$ cat config.mk
export PLATFORM = sky130hd
export DESIGN_NAME = display_arbiter
export DESIGN_NICKNAME = d
export VERILOG_FILES = /design/src/rtl/display_arbiter.sv
export SDC_FILE = /design/constraint.sdc
export NUM_CORES = 1
export LEC_CHECK = 0
export CORE_UTILIZATION = 47
export CTS_CLUSTER_SIZE = 8
export DETAILED_ROUTE_END_ITERATION = 16
export PLACE_DENSITY = 0.78
export SETUP_SLACK_MARGIN = 0.2
export SLEW_MARGIN = 15
export SYNTH_ARGS = -nofsm -noshare
export SYNTH_HDL_FRONTEND = slang
export SYNTH_SLANG_ARGS = --single-unit
$ cat constraint.sdc
create_clock -name clk -period 3.9 [get_ports clk]
set_clock_uncertainty 0.2 [all_clocks]
set_input_delay 0.78 -clock clk [delete_from_list [all_inputs] [get_ports clk]]
set_output_delay 0.78 -clock clk [all_outputs]
set_load 0.01 [all_outputs]
$ cat src/rtl/display_arbiter.sv
`default_nettype none
// ============================================================================
// Module   : display_arbiter
// Purpose  : Round-robin time-slicing arbiter sharing one 4-digit seven-
//            segment display between up to four 16-bit sources. Each granted
//            source is shown for a fixed dwell, optionally separated from a
//            different source by a blank gap; lock freezes the current owner.
// Ports    : clk       - system clock, rising edge
//            rst_n     - asynchronous active-low reset
//            req[3:0]  - per-source request level
//            src_data  - four packed 16-bit source values (source i at 16*i)
//            lock      - freeze dwell counter and keep current source
//            data      - registered value for the hex display driver
//            blank     - blank all digits
//            grant     - one-hot current owner (zero when none)
//            dp        - decimal-point mask, mirrors grant
//            done      - one-cycle pulse when a source completes a full dwell
// Revision : 1.0 - initial release
// ============================================================================
module display_arbiter #(
    parameter int unsigned DWELL = 50_000_000,
    parameter int unsigned BLANK = 5_000_000,
    parameter int unsigned CW    = 26
) (
    input  logic        clk,
    input  logic        rst_n,
    input  logic [3:0]  req,
    input  logic [63:0] src_data,
    input  logic        lock,
    output logic [15:0] data,
    output logic        blank,
    output logic [3:0]  grant,
    output logic [3:0]  dp,
    output logic [3:0]  done
);

    typedef enum logic [1:0] {
        ST_IDLE  = 2'd0,
        ST_SHOW  = 2'd1,
        ST_BLANK = 2'd2
    } state_t;

    localparam logic [CW-1:0] DWELL_LOAD = CW'(DWELL - 1);
    localparam logic [CW-1:0] BLANK_LOAD = (BLANK > 0) ? CW'(BLANK - 1) : '0;

    state_t        state_q, state_d;
    logic [1:0]    ptr_q,   ptr_d;
    logic [1:0]    next_q,  next_d;
    logic [CW-1:0] cnt_q,   cnt_d;
    logic [15:0]   data_q,  data_d;
    logic          blank_q, blank_d;
    logic [3:0]    grant_q, grant_d;
    logic [3:0]    done_q,  done_d;

    logic          win_found;
    logic [1:0]    win_idx;
    logic          end_dwell;

    // Round-robin search starting just after the last granted index and
    // wrapping back to it last.
    always_comb begin
        win_found = 1'b0;
        win_idx   = ptr_q;
        for (int k = 1; k <= 4; k++) begin
            if (!win_found && req[ptr_q + 2'(k)]) begin
                win_found = 1'b1;
                win_idx   = ptr_q + 2'(k);
            end
        end
    end

    always_comb begin
        state_d   = state_q;
        ptr_d     = ptr_q;
        next_d    = next_q;
        cnt_d     = cnt_q;
        done_d    = '0;
        end_dwell = 1'b0;

        case (state_q)
            ST_IDLE: begin
                if (win_found) begin
                    state_d = ST_SHOW;
                    ptr_d   = win_idx;
                    cnt_d   = DWELL_LOAD;
                end
            end

            ST_SHOW: begin
                // A dropped request ends the dwell even under lock, and a
                // simultaneous expiry is treated as an early release.
                if (!req[ptr_q]) begin
                    end_dwell = 1'b1;
                end else if (!lock) begin
                    if (cnt_q == '0) begin
                        end_dwell     = 1'b1;
                        done_d[ptr_q] = 1'b1;
                    end else begin
                        cnt_d = cnt_q - 1'b1;
                    end
                end

                if (end_dwell) begin
                    if (!win_found) begin
                        state_d = ST_IDLE;
                    end else if (win_idx == ptr_q) begin
                        // Sole requester continues without a gap.
                        cnt_d = DWELL_LOAD;
                    end else if (BLANK == 0) begin
                        ptr_d = win_idx;
                        cnt_d = DWELL_LOAD;
                    end else begin
                        state_d = ST_BLANK;
                        cnt_d   = BLANK_LOAD;
                        next_d  = win_idx;
                    end
                end
            end

            ST_BLANK: begin
                if (cnt_q != '0) begin
                    cnt_d = cnt_q - 1'b1;
                end else if (req[next_q]) begin
                    state_d = ST_SHOW;
                    ptr_d   = next_q;
                    cnt_d   = DWELL_LOAD;
                end else if (win_found) begin
                    // Pending source gave up during the gap: re-search from
                    // the last owner.
                    state_d = ST_SHOW;
                    ptr_d   = win_idx;
                    cnt_d   = DWELL_LOAD;
                end else begin
                    state_d = ST_IDLE;
                end
            end

            default: begin
                state_d = ST_IDLE;
            end
        endcase
    end

    // Outputs are derived from the next state so they are registered
    // alongside it.
    always_comb begin
        blank_d = (state_d != ST_SHOW);
        grant_d = (state_d == ST_SHOW) ? (4'b0001 << ptr_d) : 4'b0000;
        data_d  = (state_d == ST_SHOW) ? src_data[{ptr_d, 4'b0000} +: 16] : data_q;
    end

    always_ff @(posedge clk or negedge rst_n) begin
        if (!rst_n) begin
            state_q <= ST_IDLE;
            ptr_q   <= 2'd3;
            next_q  <= 2'd0;
            cnt_q   <= '0;
            data_q  <= 16'h0000;
            blank_q <= 1'b1;
            grant_q <= 4'b0000;
            done_q  <= 4'b0000;
        end else begin
            state_q <= state_d;
            ptr_q   <= ptr_d;
            next_q  <= next_d;
            cnt_q   <= cnt_d;
            data_q  <= data_d;
            blank_q <= blank_d;
            grant_q <= grant_d;
            done_q  <= done_d;
        end
    end

    assign data  = data_q;
    assign blank = blank_q;
    assign grant = grant_q;
    assign dp    = grant_q;
    assign done  = done_q;

endmodule
`default_nettype wire

# ---- Word-level counts from Yosys, hierarchy flattened
# Index checks and enable logic that the tools add are counted.
dict set report classes {
  mux 51
  reduce_logical 12
  n_eq_ne 5
  shifts 2
  n_lt_le_gt_ge 6
  n_addsub 4
  bitwise 1
}
# op n
set op_table {}
lappend op_table {{26-bit 2-to-1 mux} 9}
lappend op_table {{26-bit case mux with 3 select lines} 1}
lappend op_table {{64-bit by 7-bit variable part select with 16-bit output} 1}
lappend op_table {{26-bit logical NOT} 1}
lappend op_table {{26-bit nonzero test} 1}
lappend op_table {{26-bit by 1-bit subtractor with 26-bit output (second input constant)} 1}
lappend op_table {{2-bit 2-to-1 mux} 12}
lappend op_table {{4-bit 2-to-1 mux} 5}
lappend op_table {{1-bit 2-to-1 mux} 16}
lappend op_table {{2-bit by 3-bit < comparator with 1-bit output (second input constant)} 5}
lappend op_table {{1-bit binary-select mux with 2-bit select} 5}
lappend op_table {{2-bit case mux with 3 select lines} 1}
lappend op_table {{2-bit adder (second input constant)} 2}
lappend op_table {{2-bit by 1-bit == test with 1-bit output (second input constant)} 2}
lappend op_table {{1-bit logical AND} 4}
lappend op_table {{2-bit case mux with 2 select lines} 1}
lappend op_table {{4-bit AND reduction} 1}
lappend op_table {{1-bit by 2-bit << shifter with 4-bit output (first input constant)} 1}
lappend op_table {{1-bit logical NOT} 3}
lappend op_table {{3-bit nonzero test} 1}
lappend op_table {{2-bit by 1-bit adder with 2-bit output (second input constant)} 1}
lappend op_table {{1-bit demux with 2-bit select} 1}
lappend op_table {{2-bit == test} 1}
lappend op_table {{2-bit == test (second input constant)} 1}
lappend op_table {{other kinds (4)} 4}
dict set report totals {
  input_bits 71
  regBits 57
}

# ---- Longest topological paths before layout
# Gate-level depths: netlist (run 1).
dict set report depth {
  ltp_word 20
  ltp_mapped 12
  ltp_nobuf 10
}

# ---- Worst setup path before layout (run 1)
# No wires, ideal clock.
dict set report synth_timing {
  path_kind {register to register}
  start {reg ptr_q[1]}
  end {reg data_q[9] (netlist: data[9])}
  setup_slack_ps -229
  stages_incl_launch_ff 13
  setup_time_ps 127
  arrival_time_ps 3801
  required_ps 3573
  path_cell_list {dfstp_2 > clkbuf_1 > clkbuf_1 > inv_1 > ha_1 > a22oi_1 > a2bb2oi_1 > o41ai_1 > a21oi_1 > a22oi_1 > buf_2 > mux4_2 > mux2_1}
}
dict set report synth_between {
  elab_chain_len 19
}
# item line_no
set synth_rtl {}
lappend synth_rtl {{from (decl)} 47} ;# logic [1:0] ptr_q, ptr_d;
lappend synth_rtl {{from (signal assigned)} 164} ;# ptr_q <= ptr_d;
lappend synth_rtl {{branches (longest 19 deep; another with 2-bit by 1-bit adder with 2-bit output)} -}
lappend synth_rtl {{to (signal assigned)} 167} ;# data_q <= data_d;
lappend synth_rtl {{to (decl)} 50} ;# logic [15:0] data_q, data_d;
# Parallel ways; which one is timed is not known. The select of a mux whose other input is x is not followed.
# A chain may end at the register's enable or synchronous reset.

# ---- Final worst setup path (run 1)
dict set report layout_timing {
  start {reg cnt_q[8]}
  end {reg cnt_q[19]}
}
dict set report layout_between {
  elab_chain_len 7
}
# item line_no
set layout_rtl {}
lappend layout_rtl {{from (decl)} 49} ;# logic [CW-1:0] cnt_q, cnt_d;
lappend layout_rtl {{from (signal assigned)} 166} ;# cnt_q <= cnt_d;
lappend layout_rtl {{26-bit by 1-bit subtractor with 26-bit output / 26-bit logical NOT (equally long branches)} {99, 122, 95}}
lappend layout_rtl {{26-bit 2-to-1 mux / 1-bit 2-to-1 mux (equally long branches)} 95} ;# if (cnt_q == '0) begin
lappend layout_rtl {{26-bit 2-to-1 mux / 1-bit 2-to-1 mux (equally long branches)} 94} ;# end else if (!lock) begin
lappend layout_rtl {{26-bit 2-to-1 mux / 1-bit 2-to-1 mux (equally long branches)} 92} ;# if (!req[ptr_q]) begin
lappend layout_rtl {{26-bit 2-to-1 mux / 1-bit 2-to-1 mux (equally long branches)} {104, 80}}
lappend layout_rtl {{26-bit 2-to-1 mux} 103} ;# if (end_dwell) begin
lappend layout_rtl {{26-bit case mux with 3 select lines *} 80} ;# case (state_q)
# Every way passes the cells marked *; elsewhere a longest branch is shown, timed or not. The select of a mux whose other input is x is not followed.

==> metrics.yaml, run 1 <==
synth:
  synth-xor-area-share: 0.02890
  synth_compound_area_frac: 0.2144
  synth-simple-area-share: 0.1993
  synth_top_family_by_area: "compound AO/OA/AOI/OAI gates"
  synthArstFlopShare: 1.000
  ys_ff_latch: 57
  synth.most_common_cell: "dfrtp_1"
  synthMuxAreaShare: 0.1519
  synth_edf_count: 0
  ys_types: 76
  ys.flop_type: "dfrtp_1"
  ys_seq_area_frac: 0.3146
  yosys.area.top_type_share: 0.2973
  syn_area_per_cell_um2: 9.109
  synthesis.area_um2: 4546
  yosys.area.top_type: "dfrtp_1"
  synthTopCellsByCount: "54 x dfrtp_1, 48 x a21oi_1, 45 x nand2_1, 39 x nor2_1, 29 x o21ai_0"
  ys_warn_count: 0
  synth_cells: 499
  synth_fa_ha_area_frac: 0.03028
  synthTopCellsByArea: "dfrtp_1 30%, mux4_2 8.4%, a21oi_1 5.3%"
  syn_nets: 581
floorplan:
  core.rowCount: 35
  die_area_um2: 10070
  die_h_um: 100.3
  core_area_um2: 9284
  pin_count: 100
  start_util: 0.4896
  die_x_um: 100.3
timing:
  setup_violations: 0
  clock.fmax_ghz: 0.2794
  finalSetupTns_ns: 0
  maxSlewHeadroom: 0.4282
  finalCritPeriodShare: 0.9178
  slew_viol_final: 0
  hold_viol: 0
  period_needed_ns: 3.580
  rsz0062_at_grt: "false"
  worstMarginPinSlew_ns: 0.8576
critical_path:
  path_max_fanout: 6
  cp-start-kind: "flop"
  crit_type: "reg2reg"
  crit_family: "simple AND/OR/NAND/NOR gates"
  slowest_stage: "or4_4"
  crit_buf_inv: 1
  crit_path_end_kind: "flop"
  critPathArrivalTime_ns: 3.63
  crit_required_ns: 3.95
  path_cells: "buf_4 > or3_2 > or4_4 > or4b_4 > or3_4 > nor3_4 > xnor2_1 > a221oi_2 > o32a_1"
  slowest_delay_ns: 0.56
drt:
  routed_wl_mm: 14.80
  vias: 4666
  dr.pass1.iters: 5
  wl_per_cell_um: 19.84
  drc: 0
  ant_nets: 0
  drtIter0Drc: 419
  viasPerCell: 6.255
global_route:
  gr-usage-met1: 0.3688
  grt_max_degree: 36
  antenna_found_initial: 0
  grt_use_met3: 0.05571
  use_met2: 0.5095
  busiest_layer: "met2"
  grt.overflow.total: 0
  grt_usage: 0.3018
  grt_pass1_wl_mm: 23.26
  grt_pass1_vias: 4759
cts:
  tritoncts: "done"
  cts_root_buf: "clkbuf_8"
  hold_buffers: 0
  numCtsBuffers: 9
  cts_sinks: 57
  htreeDepth: 3
  cts_buffer_depth: 2
  clk_pin_slew_ns: 0.08
  clk_latency_ns: 0.36
pwr:
  p_total_mw: 5.186
  p_leak_nw: 2.406
  ir_drop_mv: 0.5740
  pwr_density_cell_nw_per_um2: 844.2
run:
  timing.max_cap.violations: 0
cells_and_area:
  final_core_util: 0.6617
  drive_gt1_frac: 0.2172
  layout.nets: 694
  area_growth_pct: 35.15
  antenna-diode-count: 0
  layout.filler_cells: 770
outcome:
  status: "finished clean"
placed_design:
  placement.io_buffers: 99
  gp_congestion: 0.9244
  dp_hpwl_mm: 10.41
min_path:
  min_path_type: "reg2reg"
==> layer usage <==
layer	wire [um]	share of wire
met2	7514	0.51
met4	559	0.038
met3	983	0.066
met5	0	0
met1	5741	0.39
==> registers in the layout, summed over array words and instances (netlist names) <==
register	cells
dp	4
done	4
next_q	2
data	16
blank	1
state_q	2
ptr_q	2
cnt_q	26
==> placed cells by master (no fill, tap or decap), types with 4 or more instances in the layout <==
cell,n
clkdlybuf4s50_1,94
dfrtp_1,54
a21oi_1,47
nand2_1,45
nor2_1,38
buf_4,36
o21ai_0,29
mux2_2,21
mux4_2,17
inv_1,13
nor3_1,13
a31oi_1,9
ha_1,9
clkbuf_8,9
xor2_1,8
nand4_1,7
nand3_1,7
xnor2_1,7
mux2i_1,6
or4_4,6
nor4_1,6
nand2b_1,6
o32a_1,6
and2_1,5
a21boi_0,5
nor2b_1,4
or2_2,4
and3_1,4
a2bb2oi_1,4
nor3b_1,4
o22ai_1,4
a211oi_1,4
==> worst paths after layout <==
path	slack, ns	cells after the start	endpoint	startpoint
setup / recovery	0.32	9	cnt_q[19]	cnt_q[8]
hold / removal	0.31	1	data[4]	data[4]
setup reg to reg	0.32	9	cnt_q[19]	cnt_q[8]
hold reg to reg	0.31	1	data[4]	data[4]
max in group asynchronous	2.26	2	ptr_q[1]	rst_n
min in group asynchronous	0.32	1	cnt_q[13]	rst_n
==> cell type report <==
type | instances | area, um2 | area share
repair buffers | 140 | 1353 | 0.2202
multi-input cells | 391 | 2902 | 0.4723
clock buffers | 9 | 123.9 | 0.02016
flip-flops and latches | 57 | 1430 | 0.2328
well taps | 129 | 161.4 | 0.02627
inverters | 13 | 48.80 | 0.007943
clock inverters | 7 | 125.1 | 0.02037
==> metrics by stage <==
step / setup WS [ns] / hold WS, ns / cell area [um2] / std cells
floorplan: 0.2272 / 0.2568 / 4559 / 499
CTS: 0.2081 / 0.2995 / 6093 / 745
global route: 0.2003 / 0.3313 / 6143 / 746
global placement: -0.1471 / 0.2764 / 5789 / 726
finish: 0.3204 / 0.3078 / 6143 / 746
detailed placement: -0.2674 / 0.2873 / 5789 / 726
==> what timing repair did <==
item / CTS / global route
cloned: 1 / 1
pin swaps: 2 / 1
endpoints found under the setup margin: 17 / 17
buffers inserted: 2 / 0
gates resized for setup: 8 / 11
==> where the power goes <==
| part | total [mW] | switching (mW) | internal [mW] |
|---|---|---|---|
| clock network | 0.726 | 0.295 | 0.431 |
| registers | 1.14 | 0.271 | 0.865 |
| logic | 3.32 | 1.61 | 1.71 |
==> cell families (layout without fill, tap and decap cells) <==
group | count (synthesis) | after routing
mux | 45 | 45
compound gates | 149 | 149
fa+ha+maj | 11 | 11
xor+xnor | 15 | 15
buf+inv | 52 | 169
simple gates | 170 | 171
flops | 57 | 57
(Power assumes the default switching activity.)
==> inputs of run 2 (changes only) <==
--- a/config.mk
+++ b/config.mk
@@ -5,10 +5,10 @@
 export SDC_FILE = /design/constraint.sdc
 export NUM_CORES = 1
 export LEC_CHECK = 0
-export CORE_UTILIZATION = 47
+export CORE_UTILIZATION = 50
 export CTS_CLUSTER_SIZE = 8
 export DETAILED_ROUTE_END_ITERATION = 16
-export PLACE_DENSITY = 0.78
+export PLACE_DENSITY = 0.79
 export SETUP_SLACK_MARGIN = 0.2
 export SLEW_MARGIN = 15
 export SYNTH_ARGS = -nofsm -noshare
==> constraint.sdc (replaced) <==
create_clock -name clk -period 3.8 [get_ports clk]
set_clock_uncertainty 0.2 [all_clocks]
set_input_delay 0.76 -clock clk [delete_from_list [all_inputs] [get_ports clk]]
set_output_delay 0.76 -clock clk [all_outputs]
set_load 0.01 [all_outputs]
==> metrics.yaml, run 2 (same netlist as run 1, synthesis figures left out) <==
pwr:
  p_leak_nw: 2.447
  pwr_density_cell_nw_per_um2: 841.7
  ir_drop_mv: 0.5404
timing:
  hold_viol: 0
  holdWs_ns: 0.1581
  clock.fmax_ghz: 0.2785
  maxSlewHeadroom: 0.4666
  worstMarginPinSlew_ns: 0.8001
  rsz0062_at_grt: "true"
  slew_viol_final: 0
  setup_violations: 0
  finalSetupTns_ns: 0
  period_needed_ns: 3.591
  finalCritPeriodShare: 0.9451
critical_path:
  crit_type: "reg2reg"
  crit_path_end_kind: "flop"
  cp-start-kind: "flop"
  crit_required_ns: 3.81
  worstRegToRegCells: 10
  crit-reg2reg-launch: "cnt_q[17]"
  rrSetupSlack_ns: 0.21
  path_max_fanout: 21
  critPathArrivalTime_ns: 3.60
  r2r_end: "data[9]"
cells_and_area:
  largest_register: "cnt_q"
  final_core_util: 0.7073
  largest_reg_flops: 26
  mostFrequentLayoutCell: "clkdlybuf4s50_1"
  final_cell_mix: "94 x clkdlybuf4s50_1, 51 x dfrtp_1, 47 x a21oi_1, 46 x buf_4, 45 x nand2_1"
  drive_gt1_frac: 0.2381
  area_growth_pct: 36.36
  antenna-diode-count: 0
  layout.cells.non_filler: 738
  layout.filler_cells: 650
  layout.nets: 707
floorplan:
  core.rowCount: 34
  die_area_um2: 9476
  core_area_um2: 8763
  pin_count: 100
  start_util: 0.5187
  die_x_um: 97.35
  die_h_um: 97.35
global_route:
  grt.overflow.total: 0
  antenna_found_initial: 0
  grt_usage: 0.3071
  grt_pass1_vias: 4669
  grt_max_degree: 41
  grt_pass1_wl_mm: 23.14
cts:
  cts_buffer_depth: 2
  hold_buffers: 0
  cts_root_buf: "clkbuf_8"
  htreeDepth: 3
  cts_sinks: 57
  clk_pin_slew_ns: 0.07
  numCtsBuffers: 9
  tritoncts: "done"
  clk_latency_ns: 0.34
drt:
  vias: 4735
  wl_per_cell_um: 19.45
  routed_wl_mm: 14.36
  drc: 0
  dr.pass1.iters: 5
  drtIter0Drc: 418
  viasPerCell: 6.416
  ant_nets: 0
min_path:
  min_path_type: "in2async"
placed_design:
  placement.io_buffers: 99
  dp_hpwl_mm: 10.26
  dp.cells: 712
  gp_congestion: 0.9188
outcome:
  status: "finished clean"
run:
  timing.max_cap.violations: 0
## run 2: report_power, final
group,total (mW),switching (mW),leakage [nW],internal (mW)
clock network,0.584,0.247,0.103,0.337
registers,1.14,0.251,0.681,0.892
logic,3.49,1.69,1.66,1.80
## run 2: worst max-delay path, cell delays in order, from the launching register on
cell and delay [ns]:
dfrtp_1 0.46, or4_1 0.60, or4_4 0.49, nor2_2 0.20, buf_4 0.23, nor2_1 0.17, o21ai_1 0.20, o211ai_2 0.15
buf_12 0.19, mux4_2 0.28, mux2_1 0.29
## run 2: worst max-delay path by stage
stage                 to  slack [ns]  cells after the start       from
2_1_floorplan    data[9]        0.22                     12   ptr_q[1]
3_3_place_gp     data[9]       -0.11                     11     req[3]
6_report         data[9]        0.21                     10  cnt_q[17]
5_1_grt        cnt_q[24]        0.16                      9  cnt_q[13]
4_1_cts        cnt_q[19]        0.21                      9   cnt_q[8]
3_5_place_dp     data[9]       -0.22                     12     req[1]
## run 2: cell type report
class | instances | area [um2] | area share
sequential | 57 | 1434 | 0.2313
clock inverter | 3 | 40.04 | 0.006459
inverter | 13 | 48.80 | 0.007872
tap | 108 | 135.1 | 0.02180
timing repair buffer | 153 | 1456 | 0.2350
clock buffer | 13 | 158.9 | 0.02564
multi-input combinational | 391 | 2925 | 0.4719
## run 2: timing repair
action / 4_1_cts / 5_1_grt
endpoints found under the setup margin: 16 / 18
buffers inserted: 6 / 2
gates cloned: 1 / 1
gates resized for setup: 18 / 11
pin swaps: 6 / 4
## run 2: metal layers
layer  up-vias  GRT usage  share of wire
li1       2125          -              -
met5         -          0              0
met3        49    0.07986           0.11
met1      2246     0.3999           0.40
met2       315     0.4837           0.47
met4         0     0.1335          0.030
## run 2: stage by stage
step,worst slack [ns],area (um2),power [mW]
floorplan,0.2228,4562,3.348
global placement,-0.1109,5816,4.216
detailed placement,-0.2236,5816,4.335
CTS,0.2123,6136,5.115
global route,0.1576,6198,5.532
finish,0.2088,6198,5.217
==> inputs of run 3 (changes only) <==
==> constraint.sdc (replaced) <==
create_clock -name clk -period 4.2 [get_ports clk]
set_clock_uncertainty 0.2 [all_clocks]
set_input_delay 0.84 -clock clk [delete_from_list [all_inputs] [get_ports clk]]
set_output_delay 0.84 -clock clk [all_outputs]
set_load 0.01 [all_outputs]
==> metrics.yaml, run 3 (same netlist as run 1, synthesis figures left out) <==
critical_path:
  cp-startpoint: "cnt_q[8]"
  crit_family: "simple AND/OR/NAND/NOR gates"
  critPathArrivalTime_ns: 3.90
  crit_type: "reg2reg"
  path_cells: "or4_1 > or4_4 > or2_2 > nand2_4 > o211ai_1 > a21oi_1 > or3b_4 > mux2_1"
  slowest_stage: "or4_1"
  crit_required_ns: 4.23
  crit-reg2reg-launch: "cnt_q[8]"
  crit_buf_inv: 0
  crit_path_end_kind: "flop"
  path_max_fanout: 21
  slowest_delay_ns: 0.67
  cp-start-kind: "flop"
floorplan:
  core_area_um2: 8763
  die_h_um: 97.35
  pin_count: 100
  start_util: 0.5187
  die_area_um2: 9476
  core.rowCount: 34
  die_x_um: 97.35
pwr:
  ir_drop_mv: 0.4352
  power.internal_mw: 2.482
  p_leak_nw: 2.262
  netSwitchingFraction: 0.4288
  comb_power_share: 0.618
  p_clk_frac: 0.122
  power.share.sequential: 0.260
  power.switching_mw: 1.863
  pwr_density_cell_nw_per_um2: 743.8
cells_and_area:
  seq_area_um2: 1434
  area_growth_pct: 28.52
  largest_register: "cnt_q"
  layout.filler_cells: 673
  drive_gt1_frac: 0.1745
  layout.nets: 673
  final_core_util: 0.6666
  multi_input_area_um2: 2867
  mostFrequentLayoutCell: "clkdlybuf4s50_1"
  antenna-diode-count: 0
  final_cell_mix: "97 x clkdlybuf4s50_1, 54 x dfrtp_1, 48 x a21oi_1, 45 x nand2_1, 38 x nor2_1"
  largest_reg_flops: 26
  fin_area_um2: 5842
timing:
  worstMarginPinSlew_ns: 0.9040
  finalCritPeriodShare: 0.9232
  maxSlewHeadroom: 0.3973
  setup_violations: 0
  hold_viol: 0
  period_needed_ns: 3.878
  rsz0062_at_grt: "false"
  slew_viol_final: 0
  clock.fmax_ghz: 0.2579
placed_design:
  dp_hpwl_mm: 9.778
  placement.io_buffers: 99
  gp_congestion: 0.9377
  placed_cell_area_um2: 5623
outcome:
  status: "finished clean"
run:
  timing.max_cap.violations: 0
drt:
  viasPerCell: 6.406
  ant_nets: 0
  drtIter0Drc: 425
  drc: 0
  vias: 4510
  routed_wl_mm: 13.39
  wl_per_cell_um: 19.01
  dr.pass1.iters: 5
cts:
  hold_buffers: 0
  cts_root_buf: "clkbuf_8"
  cts_sinks: 57
  htreeDepth: 3
  cts_buffer_depth: 2
  clk_pin_slew_ns: 0.07
  tritoncts: "done"
  numCtsBuffers: 9
  post_cts_buffers: 0
  clk_latency_ns: 0.35
  postCtsResizedCells: 0
global_route:
  grt.overflow.total: 0
  grt_usage: 0.2936
  grt_max_degree: 41
  antenna_found_initial: 0
  grt_pass1_vias: 4419
  grt_pass1_wl_mm: 22.25
min_path:
  min_path_type: "reg2reg"
  hold_path.startpoint: "cnt_q[10]"
[run 3: changes by cell type in the layout (fill, tap and decap cells not counted), moves of 2 or more]
| cell | previous run | this run |
|---|---|---|
| buf_4 | 46 | 20 |
| buf_6 | 4 | 0 |
| clkdlybuf4s15_1 | 2 | 0 |
| clkdlybuf4s50_1 | 94 | 97 |
| dfrtp_1 | 51 | 54 |
| dfrtp_2 | 3 | 0 |
| dlygate4sd2_1 | 2 | 0 |
| or4_1 | 3 | 6 |
| or4_4 | 6 | 3 |
[run 3: final timing paths]
kind,end,slack [ns],depth (start not counted)
min in group asynchronous,cnt_q[23],0.42,1
worst max-delay path,data[9],0.32,8
worst min register to register,cnt_q[10],0.30,1
max in group asynchronous,cnt_q[1],2.60,2
worst min-delay path,cnt_q[10],0.30,1
worst max register to register,data[9],0.32,8
[run 3: power by group through the flow]
| stage | Combinational [mW] | Sequential [mW] | Clock, mW |
|---|---|---|---|
| finish | 2.69 | 1.13 | 0.529 |
| global route | 2.93 | 1.17 | 0.557 |
| CTS | 2.66 | 1.12 | 0.536 |
| detailed placement | 2.65 | 1.12 | 0 |
| global placement | 2.55 | 1.10 | 0 |
| floorplan | 1.98 | 1.03 | 0 |
[run 3: cell type report]
type	count	area share
clock buffer	13	0.02720
clock inverter	3	0.006854
inverter	13	0.008353
multi-input combinational	390	0.4907
sequential	57	0.2454
tap	108	0.02313
timing repair buffer	120	0.1983
[run 3: stage by stage]
| step | hold WS, ns | instances | setup WS (ns) | total power, mW | setup TNS [ns] |
|---|---|---|---|---|---|
| floorplan | 0.2568 | 499 | 0.2157 | 3.008 | 0 |
| global placement | 0.2760 | 688 | 0.06434 | 3.652 | 0 |
| detailed placement | 0.2842 | 688 | -0.1300 | 3.770 | -1.553 |
| CTS | 0.2936 | 704 | 0.2027 | 4.317 | 0 |
| global route | 0.3236 | 704 | 0.2072 | 4.654 | 0 |
| finish | 0.2993 | 704 | 0.3224 | 4.345 | 0 |
[run 3: worst reg2reg max path, stage by stage (launching register included)]
cell and delay (ns):
dfrtp_1 0.46, or4_1 0.67, or4_4 0.59, or2_2 0.45, nand2_4 0.15, o211ai_1 0.10, a21oi_1 0.22, or3b_4 0.55
mux2_1 0.38
[run 3: per-layer routing]
layer,GRT usage,up-vias,wire length (um)
met3,0.08273,22,1414
li1,-,2050,-
met1,0.3802,2191,5424
met5,0,-,0
met4,0.08597,0,177
met2,0.4800,247,6368
